File: config.mk
export PLATFORM = sky130hd
export DESIGN_NAME = nn_zoom_out
export DESIGN_NICKNAME = d
export VERILOG_FILES = /design/src/rtl/zoom_pkg.sv /design/src/rtl/zoom_out_linebuf.sv /design/src/rtl/nn_zoom_out.sv
export SDC_FILE = /design/constraint.sdc
export NUM_CORES = 1
export LEC_CHECK = 0
export ABC_CLOCK_PERIOD_IN_PS = 5400
export BUFFER_PORTS_ARGS = -buffer_cell sky130_fd_sc_hd__buf_2
export CAP_MARGIN = 20
export CORE_MARGIN = 3
export CORE_UTILIZATION = 55
export DETAILED_ROUTE_END_ITERATION = 6
export PLACE_DENSITY = 0.78
export SYNTH_ARGS = -nofsm -noshare
export SYNTH_HDL_FRONTEND = slang
export SYNTH_SLANG_ARGS = --single-unit
File: constraint.sdc
create_clock -name clock -period 5.4 [get_ports clock]
set_input_delay 0.27 -clock clock [delete_from_list [all_inputs] [get_ports clock]]
set_output_delay 0.27 -clock clock [all_outputs]
set_load 0.03 [all_outputs]
File: src/rtl/zoom_pkg.sv
// Shared types and sizing helpers for the zoom-in / zoom-out pixel blocks.
// Accumulator width helper is common to both directions.
package zoom_pkg;

    typedef logic [7:0] pixel_t;

    // Ceiling log2 for elaboration-time sizing.
    function automatic int clog2(input int v);
        int r;
        r = 0;
        while ((1 << r) < v) r++;
        return r;
    endfunction

    // Width needed to sum zoom*zoom 8-bit pixels.
    function automatic int acc_w(input int z);
        return 8 + 2 * clog2(z);
    endfunction

endpackage

File: src/rtl/zoom_out_linebuf.sv
// One entry per output column: synchronous write, combinational read.
// Data width is a parameter so it holds pixels or block accumulators.
module zoom_out_linebuf
    import zoom_pkg::*;
#(
    parameter int DEPTH = 2,
    parameter int AW    = 1,
    parameter int DW    = 8
) (
    input  logic          clock,
    input  logic          i_we,
    input  logic [AW-1:0] i_waddr,
    input  logic [DW-1:0] i_wdata,
    input  logic [AW-1:0] i_raddr,
    output logic [DW-1:0] o_rdata
);

    logic [DW-1:0] r_mem [DEPTH];

    // Column entry update; contents are never cleared.
    always_ff @(posedge clock) begin
        if (i_we) r_mem[i_waddr] <= i_wdata;
    end

    assign o_rdata = r_mem[i_raddr];

endmodule

File: src/rtl/nn_zoom_out.sv
// Streaming down-scaler: one output pixel per zoom x zoom input block.
// Define ZOOM_OUT_AVG_EN for block averaging instead of top-left pick.
module nn_zoom_out
    import zoom_pkg::*;
#(
    parameter int largura = 4,
    parameter int altura  = 4,
    parameter int zoom    = 2
) (
    input  logic   clock,
    input  logic   reset,
    input  pixel_t in_pixel,
    input  logic   in_valid,
    output logic   in_ready,
    output pixel_t out_pixel,
    output logic   out_valid,
    input  logic   out_ready,
    output logic   frame_done
);

    localparam int NLARG = largura / zoom;
    localparam int NALT  = altura / zoom;
    localparam int CW    = (clog2(NLARG) > 0) ? clog2(NLARG) : 1;
    localparam int LW    = (clog2(NALT) > 0) ? clog2(NALT) : 1;
    localparam int ZW    = (clog2(zoom) > 0) ? clog2(zoom) : 1;
    localparam int SH    = 2 * clog2(zoom);
`ifdef ZOOM_OUT_AVG_EN
    localparam int DW    = acc_w(zoom);
`else
    localparam int DW    = 8;
`endif

    localparam logic [CW-1:0] CMAX = CW'(NLARG - 1);
    localparam logic [LW-1:0] LMAX = LW'(NALT - 1);
    localparam logic [ZW-1:0] ZMAX = ZW'(zoom - 1);

    logic [CW-1:0] r_coluna;
    logic [ZW-1:0] r_ncoluna;
    logic [LW-1:0] r_linha;
    logic [ZW-1:0] r_nlinha;
    pixel_t        r_out_pixel;
    logic          r_out_valid;
    logic          r_out_last;

    logic          w_in_xfer;
    logic          w_out_xfer;
    logic          w_first;
    logic          w_ncol_end;
    logic          w_col_end;
    logic          w_nlin_end;
    logic          w_lin_end;
    logic          w_complete;
    logic          w_we;
    logic [DW-1:0] w_rd;
    logic [DW-1:0] w_sum;
    pixel_t        w_result;

    assign w_in_xfer  = in_valid && in_ready;
    assign w_out_xfer = r_out_valid && out_ready;
    assign w_ncol_end = (r_ncoluna == ZMAX);
    assign w_col_end  = (r_coluna == CMAX);
    assign w_nlin_end = (r_nlinha == ZMAX);
    assign w_lin_end  = (r_linha == LMAX);
    assign w_first    = (r_ncoluna == '0) && (r_nlinha == '0);
    assign w_complete = w_in_xfer && w_ncol_end && w_nlin_end;

`ifdef ZOOM_OUT_AVG_EN
    assign w_we     = w_in_xfer;
    assign w_sum    = w_first ? DW'(in_pixel) : w_rd + DW'(in_pixel);
    assign w_result = 8'(w_sum >> SH);
`else
    assign w_we     = w_in_xfer && w_first;
    assign w_sum    = w_first ? in_pixel : w_rd;
    assign w_result = w_sum;
`endif

    zoom_out_linebuf #(
        .DEPTH (NLARG),
        .AW    (CW),
        .DW    (DW)
    ) u_linebuf (
        .clock   (clock),
        .i_we    (w_we),
        .i_waddr (r_coluna),
        .i_wdata (w_sum),
        .i_raddr (r_coluna),
        .o_rdata (w_rd)
    );

    // Raster position: ncoluna fastest, then coluna, nlinha, linha.
    always_ff @(posedge clock) begin
        if (reset) begin
            r_coluna  <= '0;
            r_ncoluna <= '0;
            r_linha   <= '0;
            r_nlinha  <= '0;
        end else if (w_in_xfer) begin
            if (!w_ncol_end) begin
                r_ncoluna <= r_ncoluna + 1'b1;
            end else begin
                r_ncoluna <= '0;
                if (!w_col_end) begin
                    r_coluna <= r_coluna + 1'b1;
                end else begin
                    r_coluna <= '0;
                    if (!w_nlin_end) begin
                        r_nlinha <= r_nlinha + 1'b1;
                    end else begin
                        r_nlinha <= '0;
                        r_linha  <= w_lin_end ? '0 : r_linha + 1'b1;
                    end
                end
            end
        end
    end

    // Output register: reload on block completion, else clear on take.
    always_ff @(posedge clock) begin
        if (reset) begin
            r_out_pixel <= '0;
            r_out_valid <= 1'b0;
            r_out_last  <= 1'b0;
        end else if (w_complete) begin
            r_out_pixel <= w_result;
            r_out_valid <= 1'b1;
            r_out_last  <= w_col_end && w_lin_end;
        end else if (w_out_xfer) begin
            r_out_valid <= 1'b0;
        end
    end

    assign in_ready   = !(r_out_valid && !out_ready);
    assign out_pixel  = r_out_pixel;
    assign out_valid  = r_out_valid;
    assign frame_done = w_out_xfer && r_out_last;

endmodule

==> key figures <==
Logic synthesis
  – Syn_area_per_cell: 12.40 µm²
  – Syn Nets: 122
  – Main synth FF type: edfxtp_1
  – Yosys cell types: 31
  – Mapped Cells: 110
  – Seq cells post-synth: 31
  – Count of warnings emitted by yosys: 0
  – EDFF count, synth: 16
  – Synthesized cell area: 1364 µm²
  – Count leader, synth: edfxtp_1
  – Commonest cells in the netlist: edfxtp_1, dfxtp_1, a21oi_1
  – Largest area contributor in the netlist: edfxtp_1
  – Yosys top cell area share: 35.23%
  – Largest cells by area after synthesis: edfxtp_1, dfxtp_1, a211oi_2
  – Asr flop ratio synth: 0%
  – Register area share after synthesis: 57.25%

Die
  – Core area: 2276 µm²
  – I/O pin cnt: 23
  – Die ar.: 3113 µm²
  – Chip height: 55.80 µm
  – Rows: 17
  – Die X: 55.80 µm
  – Initial core utilization: 59.92%

Timing
  – Hold Vio Cnt, Final: 0
  – Fmax: 0.6184 GHz
  – Final Max Tran Viols: 0
  – Setup TNS: 0 ns
  – Fin crit share: 29.94%
  – RSZ-0062 raised after global routing: false
  – Relative slew slack: 67.63%
  – Minimum clock period: 1.617 ns
  – Worst Max-Slew Pin Slew: 0.4849 ns
  – Worst Skew: 0.01002 ns
  – WHS: 0.3060 ns
  – Final setup fails: 0

Drt
  – DRC violations left: 0
  – Wire length per cell: 16.28 µm
  – Pre-Repair DR Iteration Count: 4
  – Drt via density: 5.851
  – DRT antenna net count: 0
  – Total Wirelength: 2.621 mm
  – First DRT Iteration DRCs: 33
  – DR vias: 942

Power
  – Worst vdd ir: 0.2192 mV
  – LEAKAGE: 0.5542 nW
  – Pwr/cell area: 320.0 nW/µm²

Clock tree
  – Skew-Pair Late Insertion Delay: 0.33 ns
  – TritonCTS Buffers: 5
  – CTS Buffer Depth: 2
  – Worst-path clk slew: 0.10 ns
  – H-tree depth: 2
  – Post-CTS setup buffers: 0
  – Post_cts resized: 0
  – CTS root buf: clkbuf_4
  – CTS Hold Bufs: 0
  – CTS tree: yes
  – CTS sink count: 31

Worst setup path
  – Crit. End Element: register
  – Arrival time at the worst endpoint: 1.66 ns
  – Crit-path max FO: 18
  – Req. time, crit path: 5.44 ns
  – Crit path kind: reg -> reg
  – Setup crit start kind: register

Cells and area
  – Share of layout cells above drive strength 1: 36.09%
  – Final core occ: 67.07%
  – Multi-input gate area: 491.7 µm²
  – Area growth syn-to-layout: 11.93%
  – Register area: 780.7 µm²
  – Layout Nets: 144
  – Filler cell count: 182
  – Ant. Diodes: 0

Placed design
  – Detailed placement HPWL: 1.763 mm
  – Routability congestion estimate: 0.7973
  – Number of I/O port buffers: 22

Global route
  – Initial antenna violation count: 0
  – Global route overflow: 0
  – Largest net degree at the start of global routing: 19
  – Vias in the first global route: 934
  – Overall Global Routing Usage: 19.37%
  – First-pass GRT wire length: 4.491 mm

Hold path
  – Hold WC Path Type: in -> reg

Job
  – MaxCap Viol Count: 0

Run status
  – Status: complete, no violations
## sequential cells by signal, indices dropped and copies added, names as in the netlist, named ones only
register / cells
out_valid: 1
r_linha: 1
r_nlinha: 1
r_ncoluna: 1
u_linebuf.r_mem: 16
r_out_last: 1
r_coluna: 1
out_pixel: 8
## per-stage QoR
step	cells	cell area (µm²)	total power, mW	setup slack (ns)
floorplan	110	1364	0.2949	3.314
global placement	153	1440	0.3025	3.875
detailed placement	153	1440	0.3047	3.830
CTS	161	1526	0.4901	3.801
global route	161	1526	0.5078	3.741
finish	161	1526	0.4885	3.783
## per-layer routing
metal / wire length, µm / vias to the layer above / GRT usage [%]
met5: 0 / - / 0
met2: 1305 / 36 / 32.09
li1: - / 458 / -
met1: 1074 / 443 / 22.49
met4: 44 / 0 / 7.292
met3: 197 / 5 / 7.657
## placed cells by master, fill, tap and decap left out, types with 2 or more instances in the layout
cell type,n
nor2_1,11
clkbuf_4,5
a31oi_1,8
edfxtp_1,16
o21ai_0,2
mux2i_1,9
a21oi_1,12
dfxtp_1,15
a211oi_2,8
nand2b_1,2
buf_2,22
buf_4,2
## critical path, stage by stage (launching register included)
cell     delay [ns]
dfxtp_1        0.35
or2_2          0.43
nor4b_1        0.31
buf_4          0.23
## cells by family (layout without fill, tap and decap cells)
family,after synthesis,count (layout),share of synthesized area [%]
simple gates,26,26,11.19
flops,31,31,57.25
mux,10,10,7.431
buf+inv,11,34,6.697
compound gates,32,32,17.43
## power breakdown
group          switching (mW)  internal (mW)
registers             0.00487          0.259
clock network          0.0793          0.109
logic                  0.0229         0.0135
total                   0.107          0.381
## worst paths after layout
| kind | from | cells past startpoint | end | slack (ns) |
|---|---|---|---|---|
| hold reg to reg | r_out_last$_SDFFE_PP0P_ | 2 | r_out_last$_SDFFE_PP0P_ | 0.49 |
| setup / recovery | r_ncoluna$_SDFFE_PP0N_ | 3 | u_linebuf.r_mem[1][6]$_DFFE_PP_ | 3.78 |
| setup reg to reg | r_ncoluna$_SDFFE_PP0N_ | 3 | u_linebuf.r_mem[1][6]$_DFFE_PP_ | 3.78 |
| hold / removal | out_ready | 4 | out_valid$_SDFFE_PP0P_ | 0.31 |
## layout make-up
cell class | instances | share of cell area [%]
clock inverters | 2 | 2.295
inverters | 2 | 0.4918
repair buffers | 24 | 8.197
well taps | 28 | 2.295
multi-input cells | 68 | 32.21
clock buffers | 6 | 3.361
flip-flops and latches | 31 | 51.15
No activity file was read; power rests on OpenSTA's default activity.
